<file path="src/rtl/program_loader_if.sv">
// Boot-path bundle: UART RX/TX bytes in and out, plus the program-load port into inst_fetch.
// The master modport is the loader; the slave modport is its UART/inst_fetch surroundings.
interface program_loader_if;
    logic [7:0] rx_data;
    logic       rx_valid;
    logic       load_start;
    logic [7:0] load_data;
    logic       load_valid;
    logic       load_end;
    logic [7:0] tx_data;
    logic       tx_valid;
    logic       tx_ready;
    logic       loading;
    logic       boot_done;

    modport master (
        input  rx_data, rx_valid, tx_ready,
        output load_start, load_data, load_valid, load_end,
               tx_data, tx_valid, loading, boot_done
    );

    modport slave (
        output rx_data, rx_valid, tx_ready,
        input  load_start, load_data, load_valid, load_end,
               tx_data, tx_valid, loading, boot_done
    );
endinterface

</file>
<file path="src/rtl/program_loader.sv">
// Parses a big-endian word-count header from UART bytes, streams 4N program bytes to
// inst_fetch framed by start/end pulses, then reports 0xAA (loaded) or 0xEE (rejected) back.
module program_loader #(
    parameter int INST_MEM_WIDTH = 2
) (
    input  logic              CLK,
    input  logic              reset,
    program_loader_if.master  bus
);
    localparam int          CW        = INST_MEM_WIDTH + 2;
    localparam logic [31:0] MAX_WORDS = 32'd1 << INST_MEM_WIDTH;

    typedef enum logic [2:0] {
        S_IDLE, S_HDR, S_START, S_DATA, S_END, S_ACK, S_DONE, S_ERR
    } state_t;

    state_t        r_state;
    logic [23:0]   r_n;
    logic [1:0]    r_hdr_cnt;
    logic [CW-1:0] r_cnt;
    logic [CW-1:0] r_last;

    logic          r_load_start;
    logic [7:0]    r_load_data;
    logic          r_load_valid;
    logic          r_load_end;
    logic [7:0]    r_tx_data;
    logic          r_tx_valid;
    logic          r_loading;
    logic          r_boot_done;

    logic [31:0]   w_n;
    logic          w_n_ok;
    logic [CW-1:0] w_last;

    // Full word count as it stands when the 4th header byte is on rx_data.
    assign w_n    = {r_n, bus.rx_data};
    assign w_n_ok = (w_n != 32'd0) && (w_n <= MAX_WORDS);
    // Index of the final byte, 4N-1; wraps cleanly to all-ones when N fills the memory.
    assign w_last = {w_n[INST_MEM_WIDTH-1:0], 2'b00} - CW'(1);

    always_ff @(posedge CLK) begin
        if (!reset) begin
            r_state      <= S_IDLE;
            r_n          <= '0;
            r_hdr_cnt    <= '0;
            r_cnt        <= '0;
            r_last       <= '0;
            r_load_start <= 1'b0;
            r_load_data  <= 8'h00;
            r_load_valid <= 1'b0;
            r_load_end   <= 1'b0;
            r_tx_data    <= 8'h00;
            r_tx_valid   <= 1'b0;
            r_loading    <= 1'b0;
            r_boot_done  <= 1'b0;
        end else begin
            r_load_start <= 1'b0;
            r_load_valid <= 1'b0;
            r_load_end   <= 1'b0;
            case (r_state)
                S_IDLE: begin
                    if (bus.rx_valid) begin
                        r_n       <= {16'd0, bus.rx_data};
                        r_hdr_cnt <= 2'd1;
                        r_loading <= 1'b1;
                        r_state   <= S_HDR;
                    end
                end
                S_HDR: begin
                    if (bus.rx_valid) begin
                        r_n       <= w_n[23:0];
                        r_hdr_cnt <= r_hdr_cnt + 2'd1;
                        if (r_hdr_cnt == 2'd3) begin
                            if (w_n_ok) begin
                                r_last       <= w_last;
                                r_cnt        <= '0;
                                r_load_start <= 1'b1;
                                r_state      <= S_START;
                            end else begin
                                r_loading  <= 1'b0;
                                r_tx_data  <= 8'hEE;
                                r_tx_valid <= 1'b1;
                                r_state    <= S_ERR;
                            end
                        end
                    end
                end
                // A byte landing during the start pulse is data byte 0, so START shares DATA's path.
                S_START, S_DATA: begin
                    r_state <= S_DATA;
                    if (bus.rx_valid) begin
                        r_load_data  <= bus.rx_data;
                        r_load_valid <= 1'b1;
                        r_cnt        <= r_cnt + CW'(1);
                        if (r_cnt == r_last)
                            r_state <= S_END;
                    end
                end
                S_END: begin
                    r_load_end <= 1'b1;
                    r_state    <= S_ACK;
                end
                S_ACK: begin
                    if (!r_tx_valid) begin
                        r_loading  <= 1'b0;
                        r_tx_data  <= 8'hAA;
                        r_tx_valid <= 1'b1;
                    end else if (bus.tx_ready) begin
                        r_tx_valid  <= 1'b0;
                        r_boot_done <= 1'b1;
                        r_state     <= S_DONE;
                    end
                end
                S_ERR: begin
                    if (bus.tx_ready) begin
                        r_tx_valid <= 1'b0;
                        r_state    <= S_IDLE;
                    end
                end
                S_DONE: begin
                    r_state <= S_DONE;
                end
                default: r_state <= S_IDLE;
            endcase
        end
    end

    assign bus.load_start = r_load_start;
    assign bus.load_data  = r_load_data;
    assign bus.load_valid = r_load_valid;
    assign bus.load_end   = r_load_end;
    assign bus.tx_data    = r_tx_data;
    assign bus.tx_valid   = r_tx_valid;
    assign bus.loading    = r_loading;
    assign bus.boot_done  = r_boot_done;
endmodule

</file>
<file path="src/flat_wrapper.sv">
// flat-port wrapper written by rule: the top's interface ports become plain ports
module program_loader_flat 
#(
    parameter int INST_MEM_WIDTH = 2
)
  (CLK, reset, bus_rx_data, bus_rx_valid, bus_tx_ready, bus_load_start, bus_load_data, bus_load_valid, bus_load_end, bus_tx_data, bus_tx_valid, bus_loading, bus_boot_done);
  program_loader_if bus_i ();
  input  logic CLK;
  input  logic reset;
  input wire logic [$bits(bus_i.rx_data)-1:0] bus_rx_data;
  input wire logic [$bits(bus_i.rx_valid)-1:0] bus_rx_valid;
  input wire logic [$bits(bus_i.tx_ready)-1:0] bus_tx_ready;
  output wire logic [$bits(bus_i.load_start)-1:0] bus_load_start;
  output wire logic [$bits(bus_i.load_data)-1:0] bus_load_data;
  output wire logic [$bits(bus_i.load_valid)-1:0] bus_load_valid;
  output wire logic [$bits(bus_i.load_end)-1:0] bus_load_end;
  output wire logic [$bits(bus_i.tx_data)-1:0] bus_tx_data;
  output wire logic [$bits(bus_i.tx_valid)-1:0] bus_tx_valid;
  output wire logic [$bits(bus_i.loading)-1:0] bus_loading;
  output wire logic [$bits(bus_i.boot_done)-1:0] bus_boot_done;
  assign bus_i.rx_data = bus_rx_data;
  assign bus_i.rx_valid = bus_rx_valid;
  assign bus_i.tx_ready = bus_tx_ready;
  assign bus_load_start = bus_i.load_start;
  assign bus_load_data = bus_i.load_data;
  assign bus_load_valid = bus_i.load_valid;
  assign bus_load_end = bus_i.load_end;
  assign bus_tx_data = bus_i.tx_data;
  assign bus_tx_valid = bus_i.tx_valid;
  assign bus_loading = bus_i.loading;
  assign bus_boot_done = bus_i.boot_done;
  program_loader #(.INST_MEM_WIDTH(INST_MEM_WIDTH)) u_core (.CLK(CLK), .reset(reset), .bus(bus_i));
endmodule
</file>
<file path="config.mk">
export PLATFORM = sky130hd
export DESIGN_NAME = program_loader_flat
export DESIGN_NICKNAME = d
export VERILOG_FILES = /design/src/rtl/program_loader_if.sv /design/src/rtl/program_loader.sv /design/src/flat_wrapper.sv
export SDC_FILE = /design/constraint.sdc
export NUM_CORES = 1
export LEC_CHECK = 0
export CAP_MARGIN = 20
export CORE_UTILIZATION = 53
export CTS_CLUSTER_SIZE = 25
export DETAILED_ROUTE_END_ITERATION = 8
export PLACE_DENSITY_LB_ADDON = 0.12
export SYNTH_ARGS = -nofsm -noshare
export SYNTH_HDL_FRONTEND = slang
export SYNTH_SLANG_ARGS = --single-unit
</file>
<file path="constraint.sdc">
create_clock -name CLK -period 2.06 [get_ports CLK]
set_input_delay 0.412 -clock CLK [delete_from_list [all_inputs] [get_ports CLK]]
set_output_delay 0.412 -clock CLK [all_outputs]
set_load 0.01 [all_outputs]
</file>
# == Word level (Yosys, flattened, before mapping) ==
# Cells that the tools add are included.
# op_classes
reduce_logical,20
addsub,3
eq_ne,19
magnitude_cmp,1
n_mux,42
# ops
op,count
two-way mux 24 bit,2
one-hot mux 24 bit (2 select lines),1
"less-or-equal comparator 32 x 3 -> 1 bit, second input constant",1
two-way mux 8 bit,4
nonzero test 32 bit,1
two-way mux 3 bit,9
one-hot mux 3 bit (7 select lines),1
two-way mux 4 bit,4
one-hot mux 8 bit (2 select lines),1
AND reduction 5 bit,3
two-way mux 1 bit,14
"!= test 2 bit, second input constant",7
"== test 3 bit, second input constant",4
AND reduction 6 bit,2
one-hot mux 4 bit (2 select lines),1
AND reduction 4 bit,2
"== test 3 x 2 -> 1 bit, second input constant",2
"!= test 2 x 1 -> 1 bit, second input constant",3
one-hot mux 1 bit (3 select lines),2
AND reduction 3 bit,2
nonzero test 2 bit,3
nonzero test 3 bit,2
"adder 4 x 1 -> 4 bit, second input constant",1
== test 4 bit,1
10 further kinds,12
# totals
inputBits,12
out_inout_bits,22
register_bits,59

# == Logic depth before layout (Yosys ltp) ==
# Gate-level depths: netlist (run 1).
# logic_depth
depth_word,6
mapped_depth,8
depth_no_buf,7

# == Worst setup path before layout (run 1) ==
# No wires, ideal clock.
# synth_path
path_kind,input to register
startpoint,in bus_rx_valid
endpoint,reg u_core.r_n[13]
required_time_ps,1990
slack_ps,313
n_path_buf,3
setup_time_ps,70
arrival_ps,1677
cell_stages,7
path_cell_list,clkbuf_1 nand2b_1 clkbuf_1 nor2_1 buf_2 nand3_1 a21oi_1
# synth_between
elab_chain_len,2
word_cells_on_any_way,3
cone_classes,eq/ne (2); reduce/logical (1)
# synth_rtl
item,line,source
start: declaration,flat_wrapper.sv:11,input wire logic [$bits(bus_i.rx_valid)-1:0] bus_rx_valid;
!= test 2 bit (no line),-,
AND reduction 3 bit (no line) (*),-,
end signal: assignment,program_loader.sv:64,"r_n <= {16'd0, bus.rx_data};"
end signal: assignment,program_loader.sv:72,r_n <= w_n[23:0];
end: declaration,program_loader.sv:18,logic [23:0] r_n;
# Mark *: on every way between the ends. The rest lies on a longest branch, timed or not.
# A chain may end at the register's enable or synchronous reset.

# == Worst setup path in the final report (run 1) ==
# layout_path
startpoint,in bus_rx_data[6]
endpoint,reg u_core.r_tx_data[6] (netlist: u_core.bus.tx_data[6])
# layout_between
elab_chain_len,4
word_cells_on_any_way,5
cone_classes,order compare (1); eq/ne (1); reduce/logical (3)
# layout_rtl
item,line,source
start: declaration,flat_wrapper.sv:10,input wire logic [$bits(bus_i.rx_data)-1:0] bus_rx_data;
less-or-equal comparator 32 x 3 -> 1 bit or nonzero test 32 bit (tied branches),program_loader.sv:38,assign w_n_ok = (w_n != 32'd0) && (w_n <= MAX_WORDS);
logical AND 1 bit (*),program_loader.sv:38,
!= test 2 bit (no line) (*),-,
AND reduction 5 bit (no line) (*),-,
end signal: assignment,program_loader.sv:53,r_tx_data <= 8'h00;
end signal: assignment,program_loader.sv:82,r_tx_data <= 8'hEE;
end signal: assignment,program_loader.sv:107,r_tx_data <= 8'hAA;
end: declaration,program_loader.sv:27,logic [7:0] r_tx_data;
# Marks and branches as above.

==> results.md, run 1 <==
- Final net count: between 300 and 400
- Critical path class: in -> reg
- Crit path buf inv count: 1
- EDFF count, synth: 0
- Initial Util: 56.2%
- First-pass GRT wire length: approximately 8000 microns
- Sequential cell area fraction in the yosys report: 45.7%
- Leakage power: 1.04 nW
- RSZ-0062 raised after global routing: no
- Most common flop cell mapped by yosys: dfxtp_1
- Reg-to-Reg End: u_core.r_cnt[2]
- Reg-to-reg slack, setup: around 0.23 ns
- R2R Path Start: u_core.r_n[1]
- Combinational share of power: 18.9%
- Setup TNS: 0 ns
- GR peak layer: met2
- Rel. slew slack: 64.9%
- Vias in the first global route: 1758
- Clock Tree Buf Depth: 2
- Initial drt markers: 145
- Tcrit/Tclk final: 94.7%
- CTS tree: done
- Clock share of power: 28.5%
- Drt total wl: 5060 microns
- Largest net degree at the start of global routing: 26
- Die footprint: around 0.0046 sq mm
- Ant. Diodes: 0
- Adder-Cell Fraction of Synth Area: 1.65%
- Final Non-Filler Cells: 373
- Clk sinks: 52
- Post-synth ARST share: 0%
- Row cnt: 23
- Sw Pwr: 589 uW
- DR vias: a little over 2000
- P&R area growth vs syn: 25.1%
- Int Power: ~1.5 mW
- CP max FO: 4
- Mean routed wirelength per cell: between 10 and 15 microns
- Max_cap viols: 0
- Mux cell area share after synthesis: 0.878%
- H-tree depth: 2
- Clock skew: 0.00407 ns
- Delay-heaviest family, CP: simple AND/OR/NAND/NOR gates
- WHS: 0.456 ns
- Routed Antenna Nets: 0
- Placer Congestion: 0.866
- CP required: 2.26 ns
- DR vias/cell: 5.57
- # setup viols final: 0
- Outcome: completed
- Post-synthesis cell area: 0.00228 sq mm
- Sequential power share: 52.7%
- GR met3 Demand/Resource: around 3.5%
- DIE WIDTH: 67.6 microns
- Mapped Cells: 284
- Worst Hold Launch: u_core.bus.load_data[7]
- Minimum clock period: 1.95 ns
- Avg Cell Area, Syn: 8.03 sq um
- Register bit total from synthesis: 52
- Area taken by multi-input logic gates: 0.00113 sq mm
- Post-DP HPWL: around 3700 microns
- Cts bufs inserted: 5
- Final-report hold violation count: 0
- R2R depth: 6
- Total track usage: 23.9%
- Tightest Pin Transition: ~0.53 ns
- Layout cells sized above 1: 12.7%
- Peak supply drop: ~0.00062 V
- Worst Setup End Kind: flip-flop
- Clock transition at the registers of the reported paths: approximately 0.090 ns
- Fillers: 338
- Switching share of power: between 20% and 30%
- Grt met1 use: 33.1%
- XOR/XNOR Fraction of Synth Area: 1.15%
- M2 GR Usage: 36.8%
- Slowest cell on the critical path: clkdlybuf4s50_1
- Port Buffers: 31
- PwrDens: between 700 and 800 mW/mm^2
- Ports: 34
- Distinct cells, synth: 47
- Crit-path cells: clkdlybuf4s50_1 -> nor4_1 -> and4_1 -> nand3_4 -> o211a_1 -> o221a_2
- Placed Instances: ~370
- Root buf cell: clkbuf_8
- # DRC: 0
- Complex-gate fraction of the synthesized area: 17.3%
- Combinational family with the most area after synthesis: simple AND/OR/NAND/NOR gates
- Sequential Area: 0.00104 sq mm
- Drt first pass iters: 4
- Skew-Pair Late Insertion Delay: 0.30 ns
- Grt ovf: 0
- CP Launch Type: input pin
- Peak Freq: 513 MHz
- HP Class: reg -> reg
- Initial antenna violation count: 0
- Slew Limit Fails: 0
- Instance count on the critical path: 6
- Core ar.: 0.00406 sq mm
- DIE HEIGHT: approximately 68 microns
- Slowest stage delay, CP: 0.44 ns
- WHS Endpoint: u_core.bus.load_data[7]
- Main area contributors after synthesis: dfxtp_1 (46%), nand2_1 (10%), a21oi_1 (8.3%)
- Synthesis warning total: 0
- Leading area contributor after synthesis: dfxtp_1
- Yosys top cell area share: 45.7%
- Area share of and/or/nand/nor cells after synthesis: 26.9%
- WHS Path Cells: 2
- Critical Path AT: roughly 2.2 ns
- Post-CTS setup buffer count: 0
==> metal layers <==
layer | share of wire (%) | wire (microns)
met4 | 1.4 | 73
met3 | 3.6 | 180
met2 | 48 | 2430
met5 | 0 | 0
met1 | 47 | 2370
==> worst max path at each step <==
stage | start | endpoint | slack [ns]
floorplan | bus_rx_valid | u_core.r_n[13] | 0.31
global placement | bus_rx_data[0] | u_core.bus.tx_data[6] | -0.22
detailed placement | bus_rx_data[0] | u_core.bus.tx_data[6] | -0.24
CTS | bus_rx_data[0] | u_core.bus.tx_data[6] | 0.07
global route | bus_rx_data[6] | u_core.r_last[3] | 0.001
finish | bus_rx_data[6] | u_core.bus.tx_data[6] | 0.11
==> Yosys cell counts (2+ instances only) <==
library cell	count
inv_1	5
nand2b_1	4
a31oi_1	3
nand4_1	3
o31ai_1	3
clkbuf_1	15
nand3b_1	2
a21oi_1	38
o21ai_0	4
nor4_1	6
nand3_1	21
nand2_1	61
xor2_1	2
a311oi_1	4
nor2b_1	2
ha_1	3
dfxtp_1	52
mux2i_1	2
and3_1	2
buf_2	3
o21a_1	4
nor2_1	11
buf_4	6
nor3_1	5
==> repair_timing <==
item                                    in CTS  in global routing
resized for setup                            0                  6
hold buffers                                 0                  0
endpoints found under the setup margin       0                  3
==> metrics by stage <==
stage / power [mW] / utilization, % / instance area, sq um / setup slack, ns
2_1_floorplan: 1.35 / - / 2280 / 0.313
3_3_place_gp: 1.51 / 67.3 / 2730 / -0.217
3_5_place_dp: 1.51 / 67.3 / 2730 / -0.243
4_1_cts: 2.11 / 69.6 / 2820 / 0.0718
5_1_grt: 2.20 / 70.3 / 2850 / 0.00134
6_report: 2.10 / 70.3 / 2850 / 0.109
==> tightest hold or removal path, delay by kind of cell, from the launching register on <==
family	cells	cell delay, ns
flops	1	0.32
compound gates	1	0.05
simple gates	1	0.05
==> power groups by stage <==
stage | registers [mW] | logic, mW | clock network (mW)
after floorplan | 1.11 | 0.241 | 0
after global placement | 1.13 | 0.381 | 0
after detailed placement | 1.13 | 0.385 | 0
after CTS | 1.10 | 0.389 | 0.618
after global routing | 1.11 | 0.437 | 0.652
final | 1.10 | 0.395 | 0.596
==> cells in the final DEF, fill, tap and decap left out, types with 3 or more instances in the layout <==
cell / Yosys / layout
nand2_1: 61 / 61
dfxtp_1: 52 / 52
a21oi_1: 38 / 37
clkdlybuf4s50_1: 0 / 30
buf_4: 6 / 23
nand3_1: 21 / 21
nor2_1: 11 / 11
nor4_1: 6 / 6
clkbuf_8: 0 / 6
inv_1: 5 / 5
nor3_1: 5 / 5
nand2b_1: 4 / 4
o21ai_0: 4 / 4
o21a_1: 4 / 4
nand4_1: 3 / 3
o31ai_1: 3 / 3
a31oi_1: 3 / 3
a311oi_1: 4 / 3
ha_1: 3 / 3
==> sequential cells by signal, indices dropped and copies added, names as in the netlist <==
signal,cells
u_core.bus.tx_data,2
u_core.bus.loading,1
u_core.r_last,3
u_core.bus.load_valid,1
u_core.bus.load_start,1
u_core.r_state,3
u_core.bus.boot_done,1
u_core.r_n,24
u_core.bus.load_data,8
u_core.r_cnt,4
u_core.bus.tx_valid,1
u_core.r_hdr_cnt,2
u_core.bus.load_end,1
==> cell type report <==
type	count	area share [%]
multi-input combinational	202	39.5
clock buffer	7	3.03
tap	50	2.19
sequential	52	36.5
inverter	6	0.790
timing repair buffer	55	17.7
clock inverter	1	0.263
==> cells by family after synthesis <==
| group | count (synthesis) |
|---|---|
| other cells | 1 |
| compound gates | 65 |
| simple gates | 127 |
| flops | 52 |
| mux | 2 |
| xor+xnor | 3 |
| buf+inv | 31 |
| fa+ha+maj | 3 |
No activity file was read; power rests on OpenSTA's default activity.
==> run 2: changes to the inputs <==
--- a/config.mk
+++ b/config.mk
@@ -10,6 +10,7 @@
 export CTS_CLUSTER_SIZE = 25
 export DETAILED_ROUTE_END_ITERATION = 8
 export PLACE_DENSITY_LB_ADDON = 0.12
+export SLEW_MARGIN = 20
 export SYNTH_ARGS = -nofsm -noshare
 export SYNTH_HDL_FRONTEND = slang
 export SYNTH_SLANG_ARGS = --single-unit
==> results of run 2 <==
Final layout, timing and power as in run 1 (identical DEF).
==> run 3: changes to the inputs <==
--- a/config.mk
+++ b/config.mk
@@ -5,7 +5,6 @@
 export SDC_FILE = /design/constraint.sdc
 export NUM_CORES = 1
 export LEC_CHECK = 0
-export CAP_MARGIN = 20
 export CORE_UTILIZATION = 53
 export CTS_CLUSTER_SIZE = 25
 export DETAILED_ROUTE_END_ITERATION = 8
==> constraint.sdc (replaced) <==
create_clock -name CLK -period 1.8 [get_ports CLK]
set_input_delay 0.36 -clock CLK [delete_from_list [all_inputs] [get_ports CLK]]
set_output_delay 0.36 -clock CLK [all_outputs]
set_load 0.01 [all_outputs]
==> results.md, run 3 (synthesis gave the netlist of run 1 again) <==
- Peak Freq: 546 MHz
- Die footprint: 0.00457 sq mm (unchanged)
- CP required: 2.00 ns (-0.26 ns)
- Clock transition at the registers of the reported paths: 0.09 ns (about the same)
- Fillers: 332 (-1.8%)
- Max_cap viols: 0 (unchanged)
- P&R area growth vs syn: 27.8%
- Max Used Layer: met4
- Failing checks: setup timing
- Reg-to-reg slack, setup: -0.03 ns (-0.26 ns)
- DIE HEIGHT: 67.6 microns (unchanged)
- Final Non-Filler Cells: 380 (+1.9%)
- WHS Endpoint: u_core.r_n[21]
- PwrDens: 821 mW/mm^2 (+12%)
- Reg-to-Reg End: u_core.r_cnt[2]
- Final net count: 345 (+2.4%)
- Routed Antenna Nets: 0 (unchanged)
- DR vias: 2096 (+0.82%)
- Ant. Diodes: 0 (unchanged)
- Final-report hold violation count: 0 (unchanged)
- Port Buffers: 31 (unchanged)
- Final instance area: 0.00291 sq mm (+2.2%)
- Clk sinks: 52 (unchanged)
- Drt first pass iters: 4 (unchanged)
- Mean routed wirelength per cell: 13.1 microns (-3.3%)
- CP max FO: 5 (+1)
- # setup viols final: 1 (+1)
- DR vias/cell: 5.52 (-1.0%)
- Critical path class: reg -> reg
- # DRC: 0 (unchanged)
- Placed Instances: 371 (+1.6%)
- R2R Path Start: u_core.r_n[1]
- First-pass GRT wire length: 7980 microns (-2.6%)
- Slew Limit Fails: 0 (unchanged)
- CP Launch Point: u_core.r_n[1]
- WHS Path Cells: 2 (unchanged)
- Total track usage: 23.5% (-0.46 points)
- H-tree depth: 2 (unchanged)
- Row cnt: 23 (unchanged)
- Clock skew: 0.0115 ns (+0.00744 ns)
- Outcome: complete, but fails checks
- RSZ-0062 raised after global routing: yes
- Grt ovf: 0 (unchanged)
- Leakage power: 1.08 nW (+3.4%)
- Tcrit/Tclk final: 102%
- Peak supply drop: 0.000685 V (+11%)
- Post-DP HPWL: 3560 microns (-3.2%)
- Number of flip-flops under the largest register name: 24 (unchanged)
- Most frequent cells in the layout: nand2_1 (61), dfxtp_1 (50), a21oi_1 (38), buf_4 (30), clkdlybuf4s50_1 (28)
- Worst Hold Launch: u_core.r_n[21]
- Commonest non-fill, non-tap cell in the layout: nand2_1
- Worst Setup End Kind: flip-flop
- Cts bufs inserted: 5 (unchanged)
- Ports: 34 (unchanged)
- Final Power: 2.39 mW (+14%)
- Placer Congestion: 0.861 (-0.54%)
- DIE WIDTH: 67.6 microns (unchanged)
- Root buf cell: clkbuf_8
- HP Class: reg -> reg
- Met3 routed WL: 170 microns (-5.6%)
- Dpl cell area: 0.00279 sq mm (+2.1%)
- Met2 Wirelength: 2320 microns (-4.6%)
- Biggest register: u_core.r_n
- Initial antenna violation count: 0 (unchanged)
- R2R depth: 7 (+1)
- Drt total wl: 4980 microns (-1.5%)
- Final WS setup: -0.0325 ns (-0.142 ns)
- Clock Tree Buf Depth: 2 (unchanged)
- CTS tree: done
- Initial drt markers: 176 (+21%)
- CP Launch Type: flip-flop
- Layout cells sized above 1: 16.1% (+3.4 points)
- Initial Util: 56.2% (unchanged)
- Vias in the first global route: 1741 (-0.97%)
- Critical Path AT: 2.04 ns (-0.11 ns)
- WHS: 0.456 ns (-0.000714 ns)
- Met1 WL: 2410 microns (+1.6%)
- Minimum clock period: 1.83 ns
- Largest net degree at the start of global routing: 28 (+7.7%)
- Core ar.: 0.00406 sq mm (unchanged)
- Skew-Pair Late Insertion Delay: 0.31 ns (about the same)
## run 3: cell types whose count changed in the layout (fill, tap and decap cells not counted), moves of 2 or more
cell / before / now
clkdlybuf4s50_1: 30 / 28
dfxtp_1: 52 / 50
buf_4: 23 / 30
ha_1: 3 / 1
ha_2: 0 / 2
dlygate4sd2_1: 0 / 3
dfxtp_2: 0 / 2
## run 3: cell type report
cell class / instances / area [sq um] / area share, %
clock buffer: 5 / 68.8 / 2.36
inverter: 6 / 22.5 / 0.773
multi-input combinational: 202 / 1130 / 38.9
tap: 50 / 62.6 / 2.15
clock inverter: 2 / 12.5 / 0.429
sequential: 52 / 1040 / 35.8
timing repair buffer: 63 / 572 / 19.6
## run 3: worst max path at each step
stage               cells past startpoint  slack [ns]               endpoint
finish                                  7       -0.03        u_core.r_cnt[2]
global placement                        8       -0.42  u_core.bus.tx_data[6]
detailed placement                      8       -0.44  u_core.bus.tx_data[6]
floorplan                               5        0.06  u_core.bus.tx_data[6]
global route                            5       -0.12        u_core.r_cnt[3]
CTS                                     5       -0.03  u_core.bus.tx_data[6]
## run 3: per-stage QoR
step,setup slack [ns],util (%),setup TNS [ns]
after CTS,-0.0335,71.2,-0.0674
after global placement,-0.416,68.7,-4.40
after global routing,-0.120,71.8,-0.477
final,-0.0325,71.8,-0.0325
after floorplan,0.0584,-,0
after detailed placement,-0.440,68.7,-5.05
## run 3: routing by layer
metal | track usage [%] | up-vias
met5 | 0 | -
met4 | 8.78 | 0
met3 | 5.74 | 8
met2 | 35.1 | 37
met1 | 32.2 | 976
li1 | - | 1075
## run 3: power breakdown
group	switching, mW	internal (mW)	total, mW	leakage (nW)
registers	0.0441	1.20	1.25	0.422
clock network	0.377	0.264	0.641	0.0400
logic	0.265	0.242	0.508	0.617
## run 3: timing repair
| action | in CTS | in global routing |
|---|---|---|
| setup buffers | 1 | 1 |
| pin swaps | 8 | 7 |
| gates resized for setup | 9 | 5 |
| hold buffers | 0 | 0 |
| endpoints found under the setup margin | 8 | 10 |
## run 3: critical path, cell delays in order (launching register included)
cell and delay, ns:
dfxtp_2 0.33, or4_4 0.53, nor3_4 0.19, buf_4 0.16, buf_4 0.09, and4_4 0.23
o21ai_1 0.08, mux2i_1 0.12
